File: config.mk
export PLATFORM = sky130hd
export DESIGN_NAME = key_conditioner_flat
export DESIGN_NICKNAME = d
export VERILOG_FILES = /design/src/rtl/key_conditioner_if.sv /design/src/rtl/key_conditioner.sv /design/src/flat_wrapper.sv
export SDC_FILE = /design/constraint.sdc
export NUM_CORES = 1
export LEC_CHECK = 0
export CAP_MARGIN = 20
export CORE_ASPECT_RATIO = 0.75
export CORE_MARGIN = 4
export CORE_UTILIZATION = 45
export CTS_CLUSTER_SIZE = 24
export DETAILED_ROUTE_END_ITERATION = 6
export PLACE_DENSITY = 0.57
export SYNTH_ARGS = -nofsm -noshare
export SYNTH_HDL_FRONTEND = slang
export SYNTH_SLANG_ARGS = --single-unit
File: constraint.sdc
create_clock -name clock_25 -period 2.31 [get_ports clock_25]
set_input_delay 0.3465 -clock clock_25 [delete_from_list [all_inputs] [get_ports clock_25]]
set_output_delay 0.3465 -clock clock_25 [all_outputs]
set_load 0.05 [all_outputs]
File: src/rtl/key_conditioner_if.sv
// key_conditioner_if: signal bundle between the pushbutton/game-step side and
// the key conditioner.
//   KEY1     raw right-turn pushbutton, asynchronous, active-low
//   KEY3     raw left-turn pushbutton, asynchronous, active-low
//   game_tik one-cycle strobe marking a snake move step
//   right_P  pending right-turn command, active-high
//   left_P   pending left-turn command, active-high
// master drives keys and game_tik and reads the commands; slave is the conditioner.
interface key_conditioner_if;
    logic KEY1;
    logic KEY3;
    logic game_tik;
    logic right_P;
    logic left_P;

    modport master (
        output KEY1,
        output KEY3,
        output game_tik,
        input  right_P,
        input  left_P
    );

    modport slave (
        input  KEY1,
        input  KEY3,
        input  game_tik,
        output right_P,
        output left_P
    );
endinterface

File: src/rtl/key_conditioner.sv
// key_conditioner: synchronizes and debounces two active-low pushbuttons and
// turns each accepted press into a pending turn command that the game
// consumes on its move strobe.
//   clock_25  sole clock (25 MHz pixel clock)
//   reset     asynchronous, active-low reset
//   bus       key_conditioner_if.slave: KEY1/KEY3 raw keys, game_tik strobe,
//             right_P/left_P pending command outputs
// Parameters: DEBOUNCE_CYCLES stable cycles to accept a level change,
//             CNT_BIT counter width (2**CNT_BIT > DEBOUNCE_CYCLES).
module key_conditioner #(
    parameter int unsigned DEBOUNCE_CYCLES = 250000,
    parameter int unsigned CNT_BIT         = 18
) (
    input logic              clock_25,
    input logic              reset,
    key_conditioner_if.slave bus
);

    typedef enum logic [1:0] {
        RELEASED      = 2'd0,
        PRESS_CHECK   = 2'd1,
        PRESSED       = 2'd2,
        RELEASE_CHECK = 2'd3
    } db_state_t;

    typedef enum logic [1:0] {
        NONE  = 2'b00,
        LEFT  = 2'b01,
        RIGHT = 2'b10
    } cmd_t;

    localparam logic [CNT_BIT-1:0] LAST_COUNT = CNT_BIT'(DEBOUNCE_CYCLES - 1);

    // Index 0 is the right-turn key (KEY1), index 1 the left-turn key (KEY3).
    logic [1:0]         raw;
    logic [1:0]         sync_a;
    logic [1:0]         sync_b;
    logic [1:0]         press;
    db_state_t          state [2];
    logic [CNT_BIT-1:0] count [2];
    cmd_t               pending;

    assign raw = {bus.KEY3, bus.KEY1};

    always_ff @(posedge clock_25 or negedge reset) begin
        if (!reset) begin
            sync_a <= '1;
            sync_b <= '1;
        end else begin
            sync_a <= raw;
            sync_b <= sync_a;
        end
    end

    // Both check states count the level samples after entry; the transition
    // is taken on the sample where the count already sits at LAST_COUNT.
    always_ff @(posedge clock_25 or negedge reset) begin
        if (!reset) begin
            for (int unsigned k = 0; k < 2; k++) begin
                state[k] <= RELEASED;
                count[k] <= '0;
            end
        end else begin
            for (int unsigned k = 0; k < 2; k++) begin
                unique case (state[k])
                    RELEASED: begin
                        if (!sync_b[k]) begin
                            state[k] <= PRESS_CHECK;
                            count[k] <= '0;
                        end
                    end
                    PRESS_CHECK: begin
                        if (sync_b[k]) begin
                            state[k] <= RELEASED;
                            count[k] <= '0;
                        end else if (count[k] == LAST_COUNT) begin
                            state[k] <= PRESSED;
                            count[k] <= '0;
                        end else begin
                            count[k] <= count[k] + CNT_BIT'(1);
                        end
                    end
                    PRESSED: begin
                        if (sync_b[k]) begin
                            state[k] <= RELEASE_CHECK;
                            count[k] <= '0;
                        end
                    end
                    RELEASE_CHECK: begin
                        if (!sync_b[k]) begin
                            state[k] <= PRESSED;
                            count[k] <= '0;
                        end else if (count[k] == LAST_COUNT) begin
                            state[k] <= RELEASED;
                            count[k] <= '0;
                        end else begin
                            count[k] <= count[k] + CNT_BIT'(1);
                        end
                    end
                endcase
            end
        end
    end

    // Press event is decoded from the PRESS_CHECK -> PRESSED transition so the
    // pending register loads on the same edge the FSM enters PRESSED.
    always_comb begin
        press = '0;
        for (int unsigned k = 0; k < 2; k++) begin
            press[k] = (state[k] == PRESS_CHECK) && !sync_b[k] && (count[k] == LAST_COUNT);
        end
    end

    always_ff @(posedge clock_25 or negedge reset) begin
        if (!reset) begin
            pending <= NONE;
        end else begin
            case (press)
                2'b01:   pending <= RIGHT;
                2'b10:   pending <= LEFT;
                2'b00:   if (bus.game_tik) pending <= NONE;
                default: pending <= pending;
            endcase
        end
    end

    assign bus.right_P = (pending == RIGHT);
    assign bus.left_P  = (pending == LEFT);

endmodule

File: src/flat_wrapper.sv
// flat-port wrapper written by rule: the top's interface ports become plain ports
module key_conditioner_flat 
#(
    parameter int unsigned DEBOUNCE_CYCLES = 250000,
    parameter int unsigned CNT_BIT         = 18
)
  (clock_25, reset, bus_KEY1, bus_KEY3, bus_game_tik, bus_right_P, bus_left_P);
  key_conditioner_if bus_i ();
  input logic clock_25;
  input logic reset;
  input wire logic [$bits(bus_i.KEY1)-1:0] bus_KEY1;
  input wire logic [$bits(bus_i.KEY3)-1:0] bus_KEY3;
  input wire logic [$bits(bus_i.game_tik)-1:0] bus_game_tik;
  output wire logic [$bits(bus_i.right_P)-1:0] bus_right_P;
  output wire logic [$bits(bus_i.left_P)-1:0] bus_left_P;
  assign bus_i.KEY1 = bus_KEY1;
  assign bus_i.KEY3 = bus_KEY3;
  assign bus_i.game_tik = bus_game_tik;
  assign bus_right_P = bus_i.right_P;
  assign bus_left_P = bus_i.left_P;
  key_conditioner #(.DEBOUNCE_CYCLES(DEBOUNCE_CYCLES), .CNT_BIT(CNT_BIT)) u_core (.clock_25(clock_25), .reset(reset), .bus(bus_i));
endmodule
== Word-level counts from Yosys, hierarchy flattened ==
Index checks and enable logic that the tools add are counted.
Word-level totals
  logic and storage cells: 73
  bits of input ports: 5
  register bits after elaboration: 46
  output and inout port bits: 2
Cells by class
  equality and inequality tests: 21
  add/sub/neg operators: 2
  muxes and demuxes: 28
  reduce and logical (&&, ||, !) cells: 15
Operator list (count)
  two-way mux 18 bit: 10
  one-hot mux 18 bit (4 select lines): 2
  adder 18 x 1 -> 18 bit (second input constant): 2
  equality test 18 bit (second input constant): 2
  two-way mux 2 bit: 13
  one-hot mux 2 bit (4 select lines): 2
  equality test 2 bit (second input constant): 6
  equality test 2 x 1 -> 1 bit (second input constant): 4
  AND reduction 4 bit: 2
  logical NOT 2 bit: 3
  != test 2 bit (second input constant): 3
  != test 3 x 1 -> 1 bit (second input constant): 2
  != test 3 bit (second input constant): 2
  one-hot mux 2 bit (3 select lines): 1
  AND reduction 2 bit: 3
  logical AND 1 bit: 4
  != test 2 x 1 -> 1 bit (second input constant): 2
  nonzero test 3 bit: 1
  logical NOT 1 bit: 2

== Longest topological paths before layout ==
  depth after elaboration: 6
  gate-level depth with buffers: 7

== Worst setup path before layout ==
Ideal clock, no wire load.
  path type: flip-flop to flip-flop
  from: reg u_core.count[5] (netlist bit)
  to: reg u_core.count[15] (netlist bit)
  stages on the path, launching flop included: 7
  required time: 2.186 ns
  path buffers: 1
  data arrival time: 1.627 ns
  setup slack: 0.559 ns
  cell sequence: dfrtp_1 -> or4_4 -> nor3_4 -> a21oi_2 -> buf_6 -> a21oi_2 -> mux2i_1
On the way
  longest elaborated chain between the ends: 4
  elaborated cells between the ends (all ways): 6
  classes of those cells: add/sub (1); eq/ne (1); mux (4)
Ends and longest elaborated chain
  start, declared: RTL line key_conditioner.sv:40  | logic [CNT_BIT-1:0] count [2];
  start signal, assigned by index: RTL line key_conditioner.sv:80  | count[k] <= count[k] + CNT_BIT'(1);
  start signal, assigned by index: RTL line key_conditioner.sv:97  | count[k] <= count[k] + CNT_BIT'(1);
  adder 18 x 1 -> 18 bit / equality test 18 bit (equally long branches)
  two-way mux 18 bit (*): RTL line key_conditioner.sv:76, key_conditioner.sv:93
  two-way mux 18 bit, on equally long branches: RTL line key_conditioner.sv:90, key_conditioner.sv:73
  one-hot mux 18 bit (4 select lines) (*): RTL line key_conditioner.sv:65  | unique case (state[k])
Mark *: on every way between the ends. The rest lies on a longest branch, timed or not.
A chain may end at the register's enable or synchronous reset.

== Final worst setup path ==
  from: reg u_core.count[5] (netlist bit)
  to: reg u_core.count[14] (netlist bit)
Same word-level chain as after synthesis.

==> results_dict.tcl <==
set metrics [dict create \
    outcome "finished clean" \
    drc 0 \
    drtIter0Drc 127 \
    pin_count 7 \
    numCtsBuffers 5 \
    routed_wl_um 5280 \
    start_util 0.482 \
    core_um2 5060 \
    slew_headroom 0.505 \
    sw_frac_of_total 0.231 \
    synth-edff-count 0 \
    grt_usage 0.164 \
    synth.largest_area_cell "dfrtp_1" \
    place_ws_ps 309 \
    num_vias 1970 \
    rsz0062_at_grt "false" \
    netSwitchingPower_mw 0.352 \
    synth_warnings 0 \
    place_congestion 0.837 \
    grt_pass1_vias 1633 \
    post_cts_resized 0 \
    pwr-share-seq 0.544 \
    synth_top_flop_cell "dfrtp_1" \
    synth_cell_types 49 \
    ys_seq_area_frac 0.474 \
    stdcell_area_um2 2710 \
    grt_max_degree 31 \
    syn_inst 259 \
    period_minus_slack_ps 2050 \
    async_flop_share 1.00 \
    cts_root_buf "clkbuf_8" \
    wl_per_cell_um 15.2 \
    power.density_nw_per_um2 564 \
    skew_ps 4.94 \
    die_w_um 93.0 \
    critPathRequiredTime_ps 2510 \
    antenna_found_initial 0 \
    rows 22 \
    vias_per_cell 5.69 \
    drive_gt1_frac 0.0985 \
    regToRegStartpoint "u_core.count[5]" \
    tightest_slew_ps 740 \
    hold_class "reg2reg" \
    cts_setup_buffers 0 \
    clockBufferDepth 2 \
    fp.dieArea_um2 6680 \
    cp-start-kind "flop" \
    cts_sinks 46 \
    dieHeight_um 71.8 \
    peakVddDrop_uv 317 \
    crit_fanout 13 \
    syn_area_per_cell_um2 9.42 \
    area_delta_synth_final_pct 10.9 \
    place_area_um2 2580 \
    p_int_mw 1.17 \
    rr_endpoint "u_core.count[14]" \
    leakage_nw 1.15 \
    worstSetupPathType "reg2reg" \
    grt_pass1_wl_um 8630 \
    cts_tree "yes" \
    dr.pass1.iters 4 \
    r2r_cells 5 \
    finalCritPeriodShare 0.888 \
    max_freq_mhz 488 \
    ant_nets 0 \
    clockPowerShare 0.393 \
    synth_area_leaders "dfrtp_1 43%, nand3_1 6.2%, o21ai_0 4.7%" \
    diodes 0 \
    fin_tns_setup_ps 0 \
    io_buffer_count 6 \
    clk_pin_slew_ps 90 \
    synth_top_area_share 0.431 \
    finalPower_mw 1.52 \
    regToRegSetupSlack_ps 260 \
    synth_common_cells "42 x dfrtp_1, 30 x nand3_1, 23 x o21ai_0, 21 x nand2_1, 18 x nor2_1" \
    finalSetupViolations 0 \
    grt_overflow 0 \
    pwr-share-comb 0.063 \
    yosysMostFrequentCell "dfrtp_1" \
    n_fill_cell 485 \
    hpwlAfterDp_um 3820 \
    clk_latency_ps 300 \
    cp_data_arrival_time_ps 2250 \
    hold_violations 0 \
    synthesis.area_um2 2440 \
    cts_hold_buf 1 \
    dp_cells 336 \
    crit_path_end_kind "flop" \
    layout_setup_ws_ps 260 \
    cap_violations 0 \
    synth_nets 266 \
    min_from "u_core.sync_a[0]" \
    ys_ff_latch 46 \
    layout.cells.non_filler 346 \
    htreeDepth 2 \
    final_nets 280 \
    final_max_slew_viol_count 0 \
    min_path_cells 0 \
    hold_path_end "u_core.sync_b[0]" \
]
[power groups by stage]
stage | sequential [mW] | clock, mW | combinational [mW]
6_report | 0.830 | 0.599 | 0.0962
5_1_grt | 0.831 | 0.648 | 0.110
4_1_cts | 0.830 | 0.612 | 0.0968
3_5_place_dp | 0.845 | 0 | 0.0947
3_3_place_gp | 0.845 | 0 | 0.0950
2_1_floorplan | 0.843 | 0 | 0.0566
[critical path: stages (launching register included)]
cell and delay, ps:
dfrtp_1 430, or4_4 560, nor3_4 310, a21oi_2 270
a21o_1 220, a21o_1 160
[flip-flops by register name, summed over array words and instances (netlist names), named ones only]
signal,cells
u_core.pending,2
u_core.state,2
u_core.sync_a,2
u_core.count,36
u_core.sync_b,2
[layout by cell type, fill, tap and decap left out, types with 2 or more instances in the layout]
cell	count
nor2_1	18
mux2i_1	7
ha_1	2
nand3_1	30
a21oi_2	2
nand2_1	21
clkbuf_8	5
clkdlybuf4s50_1	5
a21o_1	4
clkinv_2	2
xnor2_1	2
xor2_1	2
nor3_1	2
a21oi_1	15
and3_1	8
o21ai_0	23
o21ai_1	2
dfrtp_1	42
and2_1	4
buf_4	5
inv_1	11
nor2b_1	2
a22o_1	6
nor4_1	2
and4_1	2
dfstp_2	4
nand4_1	10
a211oi_1	3
or3_1	9
[layer usage]
metal	vias up	GRT usage	share of wire
met4	0	0.0390	0.0091
met1	937	0.287	0.59
met2	40	0.191	0.36
met3	8	0.0346	0.046
met5	-	0	0
li1	985	-	-
[cell type report]
class,instances,area [um^2],area share
clock buffers,5,68.8,0.0254
inverters,11,41.3,0.0153
multi-input cells,197,1210,0.446
well taps,72,90.1,0.0333
clock inverters,3,40.0,0.0148
repair buffers,12,103,0.0379
flip-flops and latches,46,1160,0.427
[cells by family after synthesis]
group                      share of synthesized area
muxes                                         0.0333
xor gates and xnor gates                      0.0210
DFF                                            0.474
and+or+nand+nor                                0.264
AOI/OAI and AO/OA                              0.166
buffers and inverters                         0.0318
adders and majority gates                     0.0103
[worst max-delay path by stage]
stage | from | endpoint | slack (ps) | cells past startpoint
floorplan | u_core.count[5] | u_core.count[15] | 560 | 6
global placement | u_core.count[5] | u_core.count[14] | 350 | 5
detailed placement | u_core.count[5] | u_core.count[14] | 310 | 5
CTS | u_core.count[5] | u_core.count[14] | 290 | 5
global route | u_core.count[5] | u_core.count[14] | 220 | 5
finish | u_core.count[5] | u_core.count[14] | 260 | 5
[per-stage QoR]
stage          hold WS (ps)  utilization
2_1_floorplan          50.9            -
3_3_place_gp            284        0.509
3_5_place_dp            292        0.509
4_1_cts                 361        0.533
5_1_grt                 363        0.534
6_report                360        0.534
No activity file was read; power rests on OpenSTA's default activity.
